==> config.mk <==
export PLATFORM = sky130hd
export DESIGN_NAME = pipe_ctrl_flat
export DESIGN_NICKNAME = d
export VERILOG_FILES = /design/src/rtl/pipe_ctrl_if.sv /design/src/rtl/pipe_ctrl.sv /design/src/flat_wrapper.sv
export SDC_FILE = /design/constraint.sdc
export NUM_CORES = 1
export LEC_CHECK = 0
export CORE_UTILIZATION = 45
export DETAILED_ROUTE_END_ITERATION = 12
export GPL_TIMING_DRIVEN = 0
export HOLD_SLACK_MARGIN = 0.12
export PLACE_DENSITY = 0.76
export SETUP_SLACK_MARGIN = 0.4
export SYNTH_ARGS = -nofsm -noshare
export SYNTH_HDL_FRONTEND = slang
export SYNTH_SLANG_ARGS = --single-unit
==> constraint.sdc <==
create_clock -name clk -period 1.6 [get_ports clk]
set_input_delay 0.48 -clock clk [delete_from_list [all_inputs] [get_ports clk]]
set_output_delay 0.48 -clock clk [all_outputs]
set_load 0.03 [all_outputs]
==> src/rtl/pipe_ctrl_if.sv <==
// Pipeline control bundle: hazard/redirect/memory-busy/halt requests flowing
// into the stall sequencer, and per-stage register enables/flushes flowing
// back out to the PC and pipeline registers.
interface pipe_ctrl_if;
    // Requests toward the sequencer
    logic hazard_req;
    logic redirect;
    logic imem_stall;
    logic dmem_stall;
    logic halt_dec;

    // Per-stage register controls from the sequencer
    logic pc_en;
    logic fd_en;
    logic fd_flush;
    logic de_en;
    logic de_flush;
    logic em_en;
    logic mw_en;
    logic mw_flush;

    // Pipeline side: raises requests, consumes enables/flushes
    modport master (
        output hazard_req, redirect, imem_stall, dmem_stall, halt_dec,
        input  pc_en, fd_en, fd_flush, de_en, de_flush, em_en, mw_en, mw_flush
    );

    // Sequencer side
    modport slave (
        input  hazard_req, redirect, imem_stall, dmem_stall, halt_dec,
        output pc_en, fd_en, fd_flush, de_en, de_flush, em_en, mw_en, mw_flush
    );
endinterface

==> src/rtl/pipe_ctrl.sv <==
// Central stall/flush sequencer for the 5-stage pipeline.
// Enables and flushes are decoded combinationally from the current state and
// the request inputs so they act in the same cycle; the halt flag, timeout
// flag and stall-cycle counter are registered. HALTED and ERR are absorbing
// states left only through the asynchronous active-low reset.
module pipe_ctrl #(
    parameter int CNT_W       = 16,
    parameter int MEM_TIMEOUT = 64
) (
    input  logic             clk,
    input  logic             rst,
    pipe_ctrl_if.slave       bus,
    output logic             halted,
    output logic             timeout_err,
    output logic [CNT_W-1:0] stall_cnt
);

    typedef enum logic [1:0] {
        ST_RUN    = 2'b00,
        ST_DWAIT  = 2'b01,
        ST_HALTED = 2'b10,
        ST_ERR    = 2'b11
    } state_e;

    // The wait counter already holds 1 after the RUN entry cycle, so the
    // timeout fires on the DWAIT cycle that finds MEM_TIMEOUT-1 stored.
    localparam logic [CNT_W-1:0] TIMEOUT_LAST = CNT_W'(MEM_TIMEOUT - 1);
    localparam logic [CNT_W-1:0] CNT_MAX      = {CNT_W{1'b1}};
    localparam logic [CNT_W-1:0] CNT_ONE      = {{(CNT_W-1){1'b0}}, 1'b1};
    localparam logic [CNT_W-1:0] CNT_ZERO     = {CNT_W{1'b0}};

    state_e           state_q,     state_d;
    logic [CNT_W-1:0] wait_cnt_q,  wait_cnt_d;
    logic [CNT_W-1:0] stall_cnt_q, stall_cnt_d;
    logic             halted_q,    halted_d;
    logic             err_q,       err_d;

    // Raw (pre-reset-gating) stage controls
    logic pc_en_s;
    logic fd_en_s;
    logic fd_flush_s;
    logic de_en_s;
    logic de_flush_s;
    logic em_en_s;
    logic mw_en_s;
    logic mw_flush_s;

    // Next-state, wait-counter and same-cycle enable/flush decode
    always_comb begin
        state_d    = state_q;
        wait_cnt_d = wait_cnt_q;
        pc_en_s    = 1'b0;
        fd_en_s    = 1'b0;
        fd_flush_s = 1'b0;
        de_en_s    = 1'b0;
        de_flush_s = 1'b0;
        em_en_s    = 1'b0;
        mw_en_s    = 1'b0;
        mw_flush_s = 1'b0;
        case (state_q)
            ST_RUN, ST_DWAIT: begin
                if (bus.dmem_stall) begin
                    // Freeze everything up to MEM; WB takes a bubble.
                    // Younger requests are held in frozen stages and re-present.
                    mw_en_s    = 1'b1;
                    mw_flush_s = 1'b1;
                    if (state_q == ST_DWAIT) begin
                        if (wait_cnt_q >= TIMEOUT_LAST) begin
                            state_d    = ST_ERR;
                            wait_cnt_d = CNT_ZERO;
                        end else begin
                            state_d    = ST_DWAIT;
                            wait_cnt_d = wait_cnt_q + CNT_ONE;
                        end
                    end else begin
                        state_d    = ST_DWAIT;
                        wait_cnt_d = CNT_ONE;
                    end
                end else begin
                    wait_cnt_d = CNT_ZERO;
                    if (bus.halt_dec) begin
                        state_d = ST_HALTED;
                    end else begin
                        state_d = ST_RUN;
                    end
                    if (bus.redirect) begin
                        // Squash the two younger instructions behind the branch
                        pc_en_s    = 1'b1;
                        fd_en_s    = 1'b1;
                        fd_flush_s = 1'b1;
                        de_en_s    = 1'b1;
                        de_flush_s = 1'b1;
                        em_en_s    = 1'b1;
                        mw_en_s    = 1'b1;
                    end else if (bus.hazard_req) begin
                        // Hold PC and IF/ID; bubble into ID/EX. Holding IF/ID
                        // also covers a concurrent imem stall (no IF flush).
                        de_en_s    = 1'b1;
                        de_flush_s = 1'b1;
                        em_en_s    = 1'b1;
                        mw_en_s    = 1'b1;
                    end else if (bus.imem_stall) begin
                        // No new fetch: keep PC, feed a NOP into IF/ID
                        fd_en_s    = 1'b1;
                        fd_flush_s = 1'b1;
                        de_en_s    = 1'b1;
                        em_en_s    = 1'b1;
                        mw_en_s    = 1'b1;
                    end else begin
                        pc_en_s = 1'b1;
                        fd_en_s = 1'b1;
                        de_en_s = 1'b1;
                        em_en_s = 1'b1;
                        mw_en_s = 1'b1;
                    end
                end
            end
            ST_HALTED: begin
                state_d    = ST_HALTED;
                wait_cnt_d = CNT_ZERO;
            end
            ST_ERR: begin
                state_d    = ST_ERR;
                wait_cnt_d = CNT_ZERO;
            end
            default: begin
                state_d    = ST_ERR;
                wait_cnt_d = CNT_ZERO;
            end
        endcase
    end

    // Sticky status flags and saturating stall-cycle counter next values
    always_comb begin
        halted_d    = halted_q;
        err_d       = err_q;
        stall_cnt_d = stall_cnt_q;
        if (state_d == ST_HALTED) begin
            halted_d = 1'b1;
        end else begin
            halted_d = halted_q;
        end
        if (state_d == ST_ERR) begin
            err_d = 1'b1;
        end else begin
            err_d = err_q;
        end
        if (((state_q == ST_RUN) || (state_q == ST_DWAIT)) && !pc_en_s &&
            (stall_cnt_q != CNT_MAX)) begin
            stall_cnt_d = stall_cnt_q + CNT_ONE;
        end else begin
            stall_cnt_d = stall_cnt_q;
        end
    end

    // State, wait counter, stall counter and sticky flag registers
    always_ff @(posedge clk or negedge rst) begin
        if (!rst) begin
            state_q     <= ST_RUN;
            wait_cnt_q  <= CNT_ZERO;
            stall_cnt_q <= CNT_ZERO;
            halted_q    <= 1'b0;
            err_q       <= 1'b0;
        end else begin
            state_q     <= state_d;
            wait_cnt_q  <= wait_cnt_d;
            stall_cnt_q <= stall_cnt_d;
            halted_q    <= halted_d;
            err_q       <= err_d;
        end
    end

    // Force every stage control low while reset is asserted
    always_comb begin
        if (!rst) begin
            bus.pc_en    = 1'b0;
            bus.fd_en    = 1'b0;
            bus.fd_flush = 1'b0;
            bus.de_en    = 1'b0;
            bus.de_flush = 1'b0;
            bus.em_en    = 1'b0;
            bus.mw_en    = 1'b0;
            bus.mw_flush = 1'b0;
        end else begin
            bus.pc_en    = pc_en_s;
            bus.fd_en    = fd_en_s;
            bus.fd_flush = fd_flush_s;
            bus.de_en    = de_en_s;
            bus.de_flush = de_flush_s;
            bus.em_en    = em_en_s;
            bus.mw_en    = mw_en_s;
            bus.mw_flush = mw_flush_s;
        end
    end

    assign halted      = halted_q;
    assign timeout_err = err_q;
    assign stall_cnt   = stall_cnt_q;

endmodule
==> src/flat_wrapper.sv <==
// flat-port wrapper written by rule: the top's interface ports become plain ports
module pipe_ctrl_flat 
#(
    parameter int CNT_W       = 16,
    parameter int MEM_TIMEOUT = 64
)
  (clk, rst, halted, timeout_err, stall_cnt, bus_hazard_req, bus_redirect, bus_imem_stall, bus_dmem_stall, bus_halt_dec, bus_pc_en, bus_fd_en, bus_fd_flush, bus_de_en, bus_de_flush, bus_em_en, bus_mw_en, bus_mw_flush);
  pipe_ctrl_if bus_i ();
  input  logic clk;
  input  logic rst;
  output logic halted;
  output logic timeout_err;
  output logic [CNT_W-1:0] stall_cnt;
  input wire logic [$bits(bus_i.hazard_req)-1:0] bus_hazard_req;
  input wire logic [$bits(bus_i.redirect)-1:0] bus_redirect;
  input wire logic [$bits(bus_i.imem_stall)-1:0] bus_imem_stall;
  input wire logic [$bits(bus_i.dmem_stall)-1:0] bus_dmem_stall;
  input wire logic [$bits(bus_i.halt_dec)-1:0] bus_halt_dec;
  output wire logic [$bits(bus_i.pc_en)-1:0] bus_pc_en;
  output wire logic [$bits(bus_i.fd_en)-1:0] bus_fd_en;
  output wire logic [$bits(bus_i.fd_flush)-1:0] bus_fd_flush;
  output wire logic [$bits(bus_i.de_en)-1:0] bus_de_en;
  output wire logic [$bits(bus_i.de_flush)-1:0] bus_de_flush;
  output wire logic [$bits(bus_i.em_en)-1:0] bus_em_en;
  output wire logic [$bits(bus_i.mw_en)-1:0] bus_mw_en;
  output wire logic [$bits(bus_i.mw_flush)-1:0] bus_mw_flush;
  assign bus_i.hazard_req = bus_hazard_req;
  assign bus_i.redirect = bus_redirect;
  assign bus_i.imem_stall = bus_imem_stall;
  assign bus_i.dmem_stall = bus_dmem_stall;
  assign bus_i.halt_dec = bus_halt_dec;
  assign bus_pc_en = bus_i.pc_en;
  assign bus_fd_en = bus_i.fd_en;
  assign bus_fd_flush = bus_i.fd_flush;
  assign bus_de_en = bus_i.de_en;
  assign bus_de_flush = bus_i.de_flush;
  assign bus_em_en = bus_i.em_en;
  assign bus_mw_en = bus_i.mw_en;
  assign bus_mw_flush = bus_i.mw_flush;
  pipe_ctrl #(.CNT_W(CNT_W), .MEM_TIMEOUT(MEM_TIMEOUT)) u_core (.clk(clk), .rst(rst), .bus(bus_i), .halted(halted), .timeout_err(timeout_err), .stall_cnt(stall_cnt));
endmodule
# After elaboration in Yosys (flattened, before gate mapping)
# Cells that the tools add are included.
[word_totals] output_inout_bits=26 inputBits=7 register_bits=36
[op_classes] magnitude_cmp=1 muxes=39 n_eq_ne=6 add_sub_neg=2 reduce_logical=7
[op_table] cell="$mux 16" n=3
[op_table] cell="$add 16x1->16 const B" n=2
[op_table] cell="$pmux 16 s2" n=1
[op_table] cell="$mux 1" n=30
[op_table] cell="$ge 16x6->1 const B" n=1
[op_table] cell="$ne 16x16->1 const B" n=1
[op_table] cell="$eq 2x2->1 const B" n=4
[op_table] cell="$mux 2" n=4
[op_table] cell="$pmux 2 s3" n=1
[op_table] cell="$reduce_or 2->1" n=2
[op_table] cell="$eq 2x1->1 const B" n=1
[op_table] cell="$logic_and 1x1->1" n=2
[op_table] cell="$logic_not 2->1" n=1
[op_table] cell="$logic_not 1->1" n=1
[op_table] cell="$logic_or 1x1->1" n=1

# Depth between registers and ports, before layout
[logic_depth] depth_word=8 depth_mapped=5

# Worst setup path before layout
# OpenSTA, ideal clock, no wires.
[synth_path] path_type="reg2out" start="register u_core.state_q[1]" end="output bus_fd_en" path_slack_ns=-0.720 arrival_time_ns=1.840 t_required_ns=1.120 stages_incl_launch_ff=6 n_path_buf=1 cell_sequence="dfrtp_1 clkbuf_1 nor2b_1 nand2_1 inv_1 o21a_1"
[synth_via] elab_chain_cells=4 elab_cells_between_ends=5 classes_between="eq/ne (1); mux (2); reduce/logical (2)"
[synth_lines] element="start, declared" line_no="pipe_ctrl.sv:32" rtl="state_e state_q, state_d;"
[synth_lines] element="start signal, assigned" line_no="pipe_ctrl.sv:165" rtl="state_q <= state_d;"
[synth_lines] element="$eq 2x1->1 or $logic_not 2->1 (tied branches)" line_no="pipe_ctrl.sv:60" rtl="case (state_q)"
[synth_lines] element="$reduce_or 2->1 *" line_no="pipe_ctrl.sv:60"
[synth_lines] element="$mux 1 *" line_no="pipe_ctrl.sv:60"
[synth_lines] element="$mux 1 *" line_no="pipe_ctrl.sv:175" rtl="if (!rst) begin"
[synth_lines] element="end, declared" line_no="flat_wrapper.sv:20" rtl="output wire logic [$bits(bus_i.fd_en)-1:0] bus_fd_en;"
# Mark *: on every way between the ends. The rest lies on a longest branch, timed or not.

# Worst setup path after layout
# Ends and elaborated chain as after synthesis.

==> results.json <==
{
  "status": "finished, violations left",
  "violations": "hold timing, setup timing",
  "syn-instance-count": 149,
  "path_cells": "clkbuf_8, nor2b_4, nand2_4, clkinv_4, o21a_4, buf_6",
  "die-area_mm2": 0.00380,
  "timing.hold.ws_ps": -33.6,
  "post-route-period-util_pct": 120,
  "nNetsFinal": 260,
  "antenna_cells": 0,
  "cts_max_level": 2,
  "clkLatencyLatePin_ps": 350,
  "synth.avg_cell_area_um2": 10.8,
  "fin_skew_ps": 19.3,
  "end_kind": "primary output",
  "power_frac_clock_pct": 30.6,
  "cts_buffer_depth": 2,
  "final-setup-viol-count": 31,
  "grt-ovfl-total": 0,
  "yosysWarningCount": 0,
  "start_kind": "register",
  "cts_buffers": 5,
  "core.rowCount": 21,
  "switchingPower_mw": 0.631,
  "final.min_clock_period_ps": 1930,
  "core_region_area_mm2": 0.00336,
  "drt_iter0_drc": 97,
  "rsz0062_at_grt": "yes",
  "grt_max_degree": 38,
  "post_route_cells_drive_above_1_share_pct": 64.3,
  "cts.clk_slew.worst_paths_ps": 130,
  "p_leak_nw": 1.31,
  "wl_per_cell_um": 20.4,
  "slew_viol_final": 0,
  "area_growth_syn_to_layout_pct": 82.9,
  "io_pins": 33,
  "crit_type": "reg -> out",
  "fin_tns_setup_ps": -5290,
  "hold_viol": 18,
  "drt_wl_total_um": 6070,
  "cts_tree": "done",
  "peakVddDrop_v": 0.000878,
  "power_density_mw_per_mm2": 718,
  "cp.arrival_ps": 1450,
  "die_height_um": 61.7,
  "power_frac_comb_pct": 19.8,
  "maxCapViolations": 0,
  "dp_hpwl_um": 2370,
  "final_common_cell": "buf_6",
  "first_pass_iters": 4,
  "gp_congestion": 0.786,
  "vias_per_cell": 5.50,
  "min_path_type": "in -> async",
  "swShare_pct": 30.0,
  "cpPeakStageDelay_ps": 420,
  "worst-path-max-fanout": 4,
  "cts_root_buf": "clkbuf_4",
  "grt_use_total_pct": 30.0,
  "cp_slowest_cell": "dfrtp_1",
  "antenna_found_initial": 0,
  "final_cell_mix": "buf_6 (42), buf_4 (36), dfrtp_1 (20)",
  "cts_num_sinks": 36,
  "required_ps": 1120,
  "start_util_pct": 47.7,
  "port_buffers": 32,
  "postRouteAntennaNets": 0,
  "grt_pass1_wl_um": 7730,
  "synth_cell_type_count": 33,
  "grt_pass1_vias": 1597,
  "maxSlewHeadroom_pct": 44.5,
  "vias": 1638,
  "ys_ff_latch": 36,
  "max_freq_mhz": 519,
  "syn_area_mm2": 0.00160,
  "place_ws_ps": -1280,
  "route.detailed.drc": 0,
  "die_w_um": 61.7,
  "worstMarginPinSlew_ps": 823,
  "sequentialPowerShare_pct": 49.6,
  "seq_area_frac_synth_pct": 56.2,
  "internal-power_mw": 1.47,
  "setup_ws_ps": -326
}
layout make-up:
cell class                 count  area [µm²]
clock inverter                 2        35.0
inverter                       7        33.8
sequential                    36         921
buffer                         2        25.0
clock buffer                   6        41.3
timing repair buffer          86         831
multi-input combinational    113         987
tap                           46        57.6
fill                         160         432
critical path: cells and delay by family, from the launching register on:
kind	cells	cell delay [ps]
AOI/OAI and AO/OA	1	110
and+or+nand+nor	2	240
buffers and inverters	3	340
DFF	1	420
cell usage after synthesis:
| master | number | area (µm²) |
|---|---|---|
| nand4_1 | 2 | 12.5 |
| conb_1 | 1 | 3.75 |
| nor2_1 | 19 | 71.3 |
| or4_1 | 1 | 7.51 |
| or3_1 | 1 | 6.26 |
| dfrtp_1 | 36 | 901 |
| buf_4 | 1 | 7.51 |
| a21o_1 | 1 | 7.51 |
| a21oi_1 | 4 | 20.0 |
| nor4_2 | 3 | 37.5 |
| and2_1 | 1 | 6.26 |
| inv_1 | 7 | 26.3 |
| and3_1 | 1 | 6.26 |
| nor4b_2 | 1 | 15.0 |
| nand4_2 | 1 | 12.5 |
| clkbuf_1 | 1 | 3.75 |
| nor3_1 | 5 | 25.0 |
| o21ba_2 | 1 | 10.0 |
| o21a_1 | 2 | 15.0 |
| a2111o_1 | 1 | 11.3 |
| o211ai_1 | 1 | 7.51 |
| nand3_1 | 11 | 55.1 |
| mux2_2 | 1 | 11.3 |
| nor4_1 | 6 | 37.5 |
| nand2_1 | 9 | 33.8 |
| nor2b_1 | 2 | 12.5 |
| o21ai_0 | 4 | 20.0 |
| or2_2 | 2 | 12.5 |
| ha_1 | 2 | 25.0 |
| a211oi_1 | 1 | 7.51 |
| xor2_1 | 13 | 114 |
| xnor2_1 | 6 | 52.6 |
| o21bai_1 | 1 | 7.51 |
timing repair:
action / 4_1_cts / 5_1_grt
endpoints found under the setup margin: 51 / 52
pin swaps: 26 / 11
setup buffers: 39 / 15
resized for setup: 239 / 20
hold endpoints to repair: 36 / 36
power groups by stage:
stage | Sequential [mW] | Clock [mW] | Combinational [mW]
floorplan | 1.10 | 0 | 0.0911
global placement | 1.04 | 0 | 0.271
detailed placement | 1.05 | 0 | 0.275
CTS | 1.03 | 0.633 | 0.377
global route | 1.04 | 0.699 | 0.438
finish | 1.04 | 0.645 | 0.417
per-layer routing:
layer	wire [µm]	track usage [%]	share of wire (%)	vias up
met4	319	19.7	5.3	0
met5	0	0	0	-
met1	2230	32.5	37	802
met3	308	6.51	5.1	32
li1	-	-	-	711
met2	3210	52.5	53	93
flip-flops by register name, summed over array words and instances (netlist names):
signal              flops
u_core.wait_cnt_q      16
u_core.timeout_err      1
u_core.stall_cnt       16
u_core.halted           1
u_core.state_q          2
path summary, 6_finish.rpt:
kind | start | to | slack [ps] | cells past startpoint
worst min-delay path | rst | u_core.stall_cnt[6] | -30 | 1
worst min register to register | u_core.stall_cnt[10] | u_core.stall_cnt[10] | 560 | 1
min in group clk | u_core.stall_cnt[10] | u_core.stall_cnt[10] | 560 | 1
max in group asynchronous | rst | u_core.stall_cnt[11] | 1360 | 1
worst max register to register | u_core.stall_cnt[4] | u_core.stall_cnt[11] | -250 | 4
worst max-delay path | u_core.state_q[1] | bus_fd_en | -330 | 6
cells by family (layout without fill, tap and decap cells):
kind of cell / count (synthesis) / after routing / synth area share (%)
adder cells (fa/ha/maj): 2 / 2 / 1.56
flip-flops: 36 / 36 / 56.2
XOR/XNOR: 19 / 19 / 10.4
multiplexers: 1 / 1 / 0.703
AND/OR/NAND/NOR: 65 / 65 / 21.9
buffers and inverters: 9 / 103 / 2.34
AO/OA/AOI/OAI: 16 / 16 / 6.64
other: 1 / 10 / 0.234
per-stage QoR:
step / std cells / util [%] / hold slack, ps / cell area [µm²] / total power [mW]
global route: 298 / 87.2 / -20.3 / 2930 / 2.18
finish: 298 / 87.2 / -33.6 / 2930 / 2.11
global placement: 236 / 63.7 / 452 / 2140 / 1.31
CTS: 283 / 81.4 / -7.09 / 2740 / 2.04
floorplan: 158 / - / 184 / 1770 / 1.19
detailed placement: 236 / 63.6 / 472 / 2140 / 1.33
(Power assumes the default switching activity.)
